<file path="config.mk">
export PLATFORM = sky130hd
export DESIGN_NAME = conv_tile_scheduler
export DESIGN_NICKNAME = d
export VERILOG_FILES = /design/src/rtl/conv_tile_scheduler.sv
export SDC_FILE = /design/constraint.sdc
export NUM_CORES = 1
export LEC_CHECK = 0
export ABC_CLOCK_PERIOD_IN_PS = 4510
export CORE_MARGIN = 2
export CORE_UTILIZATION = 45
export CTS_CLUSTER_SIZE = 25
export DETAILED_ROUTE_END_ITERATION = 6
export GPL_TIMING_DRIVEN = 0
export PLACE_DENSITY = 0.81
export SKIP_CTS_REPAIR_TIMING = 1
export SLEW_MARGIN = 20
export SYNTH_ARGS = -nofsm -noshare
export SYNTH_HDL_FRONTEND = slang
export SYNTH_SLANG_ARGS = --single-unit
</file>
<file path="constraint.sdc">
create_clock -name clk -period 4.51 [get_ports clk]
set_clock_uncertainty 0.2 [all_clocks]
set_input_delay 0.902 -clock clk [delete_from_list [all_inputs] [get_ports clk]]
set_output_delay 0.902 -clock clk [all_outputs]
set_load 0.03 [all_outputs]
</file>
<file path="src/rtl/conv_tile_scheduler.sv">
// Tile sequencer for the single-PE 3x3 conv engine: walks an FMAP_W map as 4x4 tiles at stride 2.
// Optional build macro CONV_RELU_EN clamps negative results to zero on the write path.

module conv_res_lane (
  input  logic       clk,
  input  logic       rst,
  input  logic       cap,
  input  logic [7:0] d,
  output logic [7:0] q
);
  logic [7:0] r;

  always_ff @(posedge clk or negedge rst) begin
    if (!rst)     r <= '0;
    else if (cap) r <= d;
  end

`ifdef CONV_RELU_EN
  assign q = r[7] ? 8'h00 : r;
`else
  assign q = r;
`endif
endmodule

module conv_tile_scheduler #(
  parameter  int FMAP_W = 8,
  localparam int OUT_W  = FMAP_W - 2,
  localparam int NT     = FMAP_W / 2 - 1,
  localparam int RW     = $clog2(FMAP_W),
  localparam int AW     = $clog2(OUT_W * OUT_W)
) (
  input  logic          clk,
  input  logic          rst,
  input  logic          start,
  output logic          busy,
  output logic          done,
  output logic          tile_req,
  output logic [RW-1:0] tile_row,
  output logic [RW-1:0] tile_col,
  input  logic          tile_ack,
  output logic          eng_active,
  input  logic          eng_done,
  input  logic [7:0]    eng_c11,
  input  logic [7:0]    eng_c12,
  input  logic [7:0]    eng_c21,
  input  logic [7:0]    eng_c22,
  output logic          wr_en,
  output logic [AW-1:0] wr_addr,
  output logic [7:0]    wr_data
);
  localparam int NUM_LANES = 4;
  localparam logic [RW-1:0] TLAST = RW'(NT - 1);

  typedef enum logic [2:0] {S_IDLE, S_REQ, S_RUN, S_WR, S_NEXT, S_DONE} state_t;

  state_t        state, state_d;
  logic [RW-1:0] tr, tc;
  logic [1:0]    wi;
  logic [AW-1:0] base_q;
  logic [AW-1:0] off;
  logic          cap;

  logic [NUM_LANES-1:0][7:0] eng_c;
  logic [NUM_LANES-1:0][7:0] lane_q;

  assign eng_c = {eng_c22, eng_c21, eng_c12, eng_c11};
  assign cap   = (state == S_RUN) && eng_done;

  for (genvar l = 0; l < NUM_LANES; l++) begin : g_lane
    conv_res_lane u_lane (
      .clk (clk),
      .rst (rst),
      .cap (cap),
      .d   (eng_c[l]),
      .q   (lane_q[l])
    );
  end

  always_comb begin
    state_d = state;
    case (state)
      S_IDLE: if (start)    state_d = S_REQ;
      S_REQ:  if (tile_ack) state_d = S_RUN;
      S_RUN:  if (eng_done) state_d = S_WR;
      S_WR:   if (wi == 2'd3) state_d = S_NEXT;
      S_NEXT: state_d = (tc == TLAST && tr == TLAST) ? S_DONE : S_REQ;
      S_DONE: state_d = S_IDLE;
      default: state_d = S_IDLE;
    endcase
  end

  // base_q tracks the top-left output address of the current tile so no multiply is needed
  always_ff @(posedge clk or negedge rst) begin
    if (!rst) begin
      state  <= S_IDLE;
      tr     <= '0;
      tc     <= '0;
      wi     <= '0;
      base_q <= '0;
    end else begin
      state <= state_d;
      case (state)
        S_IDLE: if (start) begin
          tr     <= '0;
          tc     <= '0;
          base_q <= '0;
        end
        S_RUN: wi <= '0;
        S_WR:  wi <= wi + 2'd1;
        S_NEXT: begin
          if (tc != TLAST) begin
            tc     <= tc + 1'b1;
            base_q <= base_q + AW'(2);
          end else if (tr != TLAST) begin
            tc     <= '0;
            tr     <= tr + 1'b1;
            base_q <= base_q + AW'(OUT_W + 2);
          end
        end
        S_DONE: begin
          tr     <= '0;
          tc     <= '0;
          base_q <= '0;
        end
        default: ;
      endcase
    end
  end

  always_comb begin
    off = '0;
    case (wi)
      2'd0: off = '0;
      2'd1: off = AW'(1);
      2'd2: off = AW'(OUT_W);
      2'd3: off = AW'(OUT_W + 1);
      default: off = '0;
    endcase
  end

  assign busy       = (state != S_IDLE);
  assign done       = (state == S_DONE);
  assign tile_req   = (state == S_REQ);
  assign eng_active = (state == S_RUN);
  assign wr_en      = (state == S_WR);
  assign tile_row   = tr << 1;
  assign tile_col   = tc << 1;
  assign wr_addr    = wr_en ? base_q + off : '0;
  assign wr_data    = wr_en ? lane_q[wi] : '0;
endmodule
</file>
======== After elaboration in Yosys (flattened, before gate mapping) ========
Cells that the tools add are included.
storage, ports and cells
  register bits ........................... 49
  bits of input ports ..................... 37
  output and inout port bits .............. 25
  logic and storage cells ................. 68
operators by class
  $add $sub $neg .......................... 6
  $lt $le $gt $ge ......................... 1
  equal/unequal tests ..................... 19
  mux-type cells .......................... 23
  reductions and logical operators ........ 10
operators with widths
  cell                 count
  $mux 3               10
  $mux 6               4
  $pmux 6 s4           1
  $pmux 3 s3           2
  $pmux 6 s3           1
  $bmux 8 s2           1
  $mux 8               2
  $pmux 3 s5           1
  $eq 3x2->1 const B   4
  $reduce_and 4->1     2
  $add 3x1->3 const B  2
  $add 6x2->6 const B  1
  $add 6x4->6 const B  1
  $add 6x6->6          1
  $eq 3x3->1 const B   2
  $ne 2x1->1 const B   3
  $ne 2x2->1 const B   3
  $ne 3x2->1 const B   2
  $reduce_bool 3->1    2
  $eq 2x2->1 const B   2
  $pmux 2 s2           1
  $eq 3x1->1 const B   1
  $logic_not 3->1      1
  $lt 2x3->1 const B   1
  7 further kinds      8

======== Logic depth before layout (Yosys ltp) ========
  word-level depth ........................ 4
  gate-level depth with buffers ........... 10
  gate-level depth less buffers ........... 9

======== By module ========
A second synthesis with hierarchy kept.
unflattened totals
  cell total of the unflattened synthesis .. 220
  area total of the unflattened synthesis .. 2725.1 µm²
modules (own cells, without submodules)
  module               instances  cells each  area an instance (µm²)  seq. area each (µm²)
  conv_tile_scheduler  1          152         1398.8                  400.4
  conv_res_lane        4          17          331.6                   200.2

======== Worst setup path after synthesis ========
Ideal clock, no wire load.
  path kind ............................... reg2out
  start ................................... register wi[0]
  end ..................................... output port wr_addr[2]
  arrival time ............................ 1901 ps
  required time ........................... 3408 ps
  path slack .............................. 1507 ps
  cell stages (with the launch flop) ...... 8
  path buffers ............................ 1
  cell sequence ........................... dfrtp_1 -> buf_2 -> inv_1 -> ha_1 -> nor2_1 -> mux2i_1 -> xor2_1 -> nor2_1
between the ends
  word-level cells in the longest chain between the ends .. 4
  elaborated cells between the ends (all ways) .. 7
  those cells by class .................... add/sub: 1; eq/ne: 3; mux: 2; reduce/logical: 1
RTL lines
  item                                RTL line  text
  start: declaration                  58        logic [1:0] wi;
  start signal: assignment            109       S_WR: wi <= wi + 2'd1;
  $eq 2x2->1 (tied with other cells)  132       case (wi)
  $pmux 6 s4 *                        132
  $add 6x6->6 *                       148       assign wr_addr = wr_en ? base_q + off : '0;
  $mux 6 *                            148
  end: declaration                    48        output logic [AW-1:0] wr_addr,
Every way passes the cells marked *; elsewhere a longest branch is shown, timed or not. The select of a mux whose other input is x is not followed.

======== Worst setup path in the final report ========
Ends and elaborated chain as after synthesis.

==> flow_summary.json <==
{
  "grt_setup_unrepaired": "false",
  "reg2reg_depth": 6,
  "period_share_pct": 86.3,
  "hold_depth": 1,
  "dieArea_um2": 6400,
  "synth_area_um2": 2600,
  "setup_viol": 0,
  "synth_top_area_share_pct": 46.2,
  "multi_input_area_um2": 1250,
  "reg2reg_setup_slack_ps": 2570,
  "cpPeakStageDelay_ps": 680,
  "n_fill_cell": 465,
  "drt-total-wl_um": 5400,
  "yosys_warnings": 0,
  "worst_skew_pair.late_latency_ps": 290,
  "synthAdderAreaFrac_pct": 4.33,
  "insertedDiodeCount": 0,
  "dp_hpwl_um": 4010,
  "yosysSeqAreaShare_pct": 46.2,
  "via_count": 1890,
  "worstHoldPathType": "reg2reg",
  "io_buffers": 59,
  "h-tree-depth": 2,
  "synth_edf_count": 0,
  "holdWs_ps": 296,
  "drv_slew": 0,
  "critPathArrivalTime_ps": 2790,
  "num_rows": 27,
  "critPathCaptureType": "primary output",
  "gp_congestion": 0.850,
  "grtUsageTotal_pct": 18.2,
  "cts-root-buf": "clkbuf_8",
  "cts_buffers": 5,
  "synth_area_leaders": "dfrtp_1 46%, mux2_2 14%, mux4_2 6.9%",
  "finish.utilization_pct": 62.0,
  "synthSimpleGateAreaFrac_pct": 9.48,
  "muxShareOfSynthArea_pct": 23.6,
  "cts_buffer_depth": 2,
  "die_width_um": 80.0,
  "synth_area_per_cell_um2": 11.9,
  "hold_start": "tr[2]",
  "synth_xor_area_share_pct": 1.68,
  "synth_flop_cell": "dfrtp_1",
  "period_needed_ps": 3890,
  "tns_ps": 0,
  "highest-signal-layer": "met4",
  "rr_startpoint": "state[2]",
  "synth-compound-area-share_pct": 8.71,
  "ir_drop_mv": 0.302,
  "tightest_slew_ps": 654,
  "ios": 62,
  "wl_met2_um": 2790,
  "critPathLaunchType": "register",
  "ys_async_sr_fraction_pct": 100,
  "critical_path_class": "reg2out",
  "max_freq_mhz": 257,
  "p_leak_nw": 1.49,
  "wl_met3_um": 346,
  "grt_max_degree": 33,
  "worstPathRequired_ps": 3410,
  "core_um2": 5540,
  "cpMostUsedCell": "nor2_1",
  "drt-pass1-iter-count": 4,
  "die_h_um": 80.0,
  "slew_headroom_pct": 56.3,
  "grt-ovfl-total": 0,
  "yosysTopAreaCell": "dfrtp_1",
  "drcViolationCount": 0,
  "critPathMaxFanout": 10,
  "clk_pin_slew_ps": 90,
  "status": "finished clean",
  "synth_top_family_by_area": "multiplexers",
  "hold_viol": 0,
  "ant_nets": 0,
  "ys_ff_latch": 48,
  "viasPerCell": 5.26,
  "cts.sinks": 48,
  "synth_cells": 218,
  "synthDistinctLibCells": 46,
  "initial_utilization_pct": 47.0,
  "cap_violations": 0,
  "drtIter0Drc": 54,
  "tritoncts": "done",
  "wl_per_cell_um": 15.1,
  "antenna_found_initial": 0,
  "worstReg2RegEnd": "g_lane[0].u_lane.q[4]",
  "nets": 333,
  "critPathSlowestCell": "clkdlybuf4s50_1",
  "min_to": "tr[2]",
  "area_growth_pct": 32.0,
  "power.density_nw_per_um2": 650,
  "cp_cell_sequence": "buf_2, inv_1, ha_1, nor2_1, mux2i_1, xor2_1, nor2_1, clkdlybuf4s50_1",
  "grt_pass1_vias": 1880,
  "drt-met1-wl_um": 2250,
  "grt_pass1_wl_um": 8860,
  "drive_gt1_share_pct": 24.4,
  "seqCellArea_um2": 1200
}
==> cell usage in the layout (no fill, tap or decap), types with 3 or more instances in the layout <==
cell type / n
clkdlybuf4s50_1: 58
dfrtp_1: 48
mux2_2: 33
nor2_1: 16
buf_4: 10
nor2b_1: 10
inv_1: 9
ha_1: 9
mux4_2: 8
nand2_1: 8
o21ai_0: 8
a21oi_1: 6
mux2i_1: 5
clkbuf_8: 5
clkbuf_1: 4
buf_2: 4
o22ai_1: 3
xor2_1: 3
conb_1: 3
==> cells in the mapped netlist (4+ instances only) <==
library cell	n
nand2_1	8
o21ai_0	8
buf_4	10
ha_1	9
clkbuf_1	4
mux2_2	33
mux2i_1	5
nor2_1	16
inv_1	9
nor2b_1	10
mux4_2	8
a21oi_1	6
dfrtp_1	48
==> stage by stage <==
step | instance area [um2] | total power [mW] | std cells | setup slack [ps]
finish | 3430 | 2.23 | 359 | 617
global route | 3430 | 2.38 | 359 | 393
CTS | 3430 | 2.25 | 359 | 568
detailed placement | 3300 | 1.89 | 352 | 904
global placement | 3290 | 1.85 | 351 | 941
floorplan | 2610 | 1.52 | 220 | 1510
==> worst max path at each step <==
| stage | start | endpoint | slack, ps |
|---|---|---|---|
| 6_report | wi[0] | wr_addr[2] | 620 |
| 5_1_grt | wi[0] | wr_addr[2] | 390 |
| 4_1_cts | wi[0] | wr_addr[2] | 570 |
| 3_5_place_dp | wi[0] | wr_addr[2] | 900 |
| 3_3_place_gp | wi[0] | wr_addr[1] | 940 |
| 2_1_floorplan | wi[0] | wr_addr[2] | 1510 |
==> cells by family after synthesis <==
group           after synthesis
compound gates               34
xor+xnor                      5
fa+ha+maj                     9
buf+inv                      28
flops                        48
mux                          47
other cells                   1
simple gates                 46
==> state kept, by name, summed over array words and instances (netlist names) <==
| signal | cells |
|---|---|
| g_lane.u_lane.q | 32 |
| base_q | 5 |
| tr | 3 |
| wi | 2 |
| state | 3 |
| tc | 3 |
==> report_power, final <==
| part | leakage, nW | switching [mW] | internal, mW |
|---|---|---|---|
| Combinational | 0.830 | 0.559 | 0.585 |
| Sequential | 0.592 | 0.112 | 0.618 |
| Clock | 0.0642 | 0.140 | 0.218 |
==> layer usage <==
layer | track usage (%) | vias to the layer above
li1 | - | 899
met1 | 22.8 | 932
met2 | 31.2 | 57
met3 | 5.43 | 2
met4 | 4.07 | 0
met5 | 0 | -
==> final cells by class <==
class / instances / share of cell area [%]
multi-input cells: 144 / 36.5
flip-flops and latches: 48 / 35.0
repair buffers: 60 / 17.6
plain buffers: 18 / 3.39
well taps: 72 / 2.62
clock buffers: 5 / 2.00
clock inverters: 2 / 1.75
inverters: 10 / 1.09
==> critical path, delay by kind of cell, from the launching register on <==
kind          cells  cell delay (ps)
flops             1              420
simple gates      2              330
buf+inv           3             1140
xor+xnor          1               90
fa+ha+maj         1              240
mux               1              270
(Power assumes the default switching activity.)
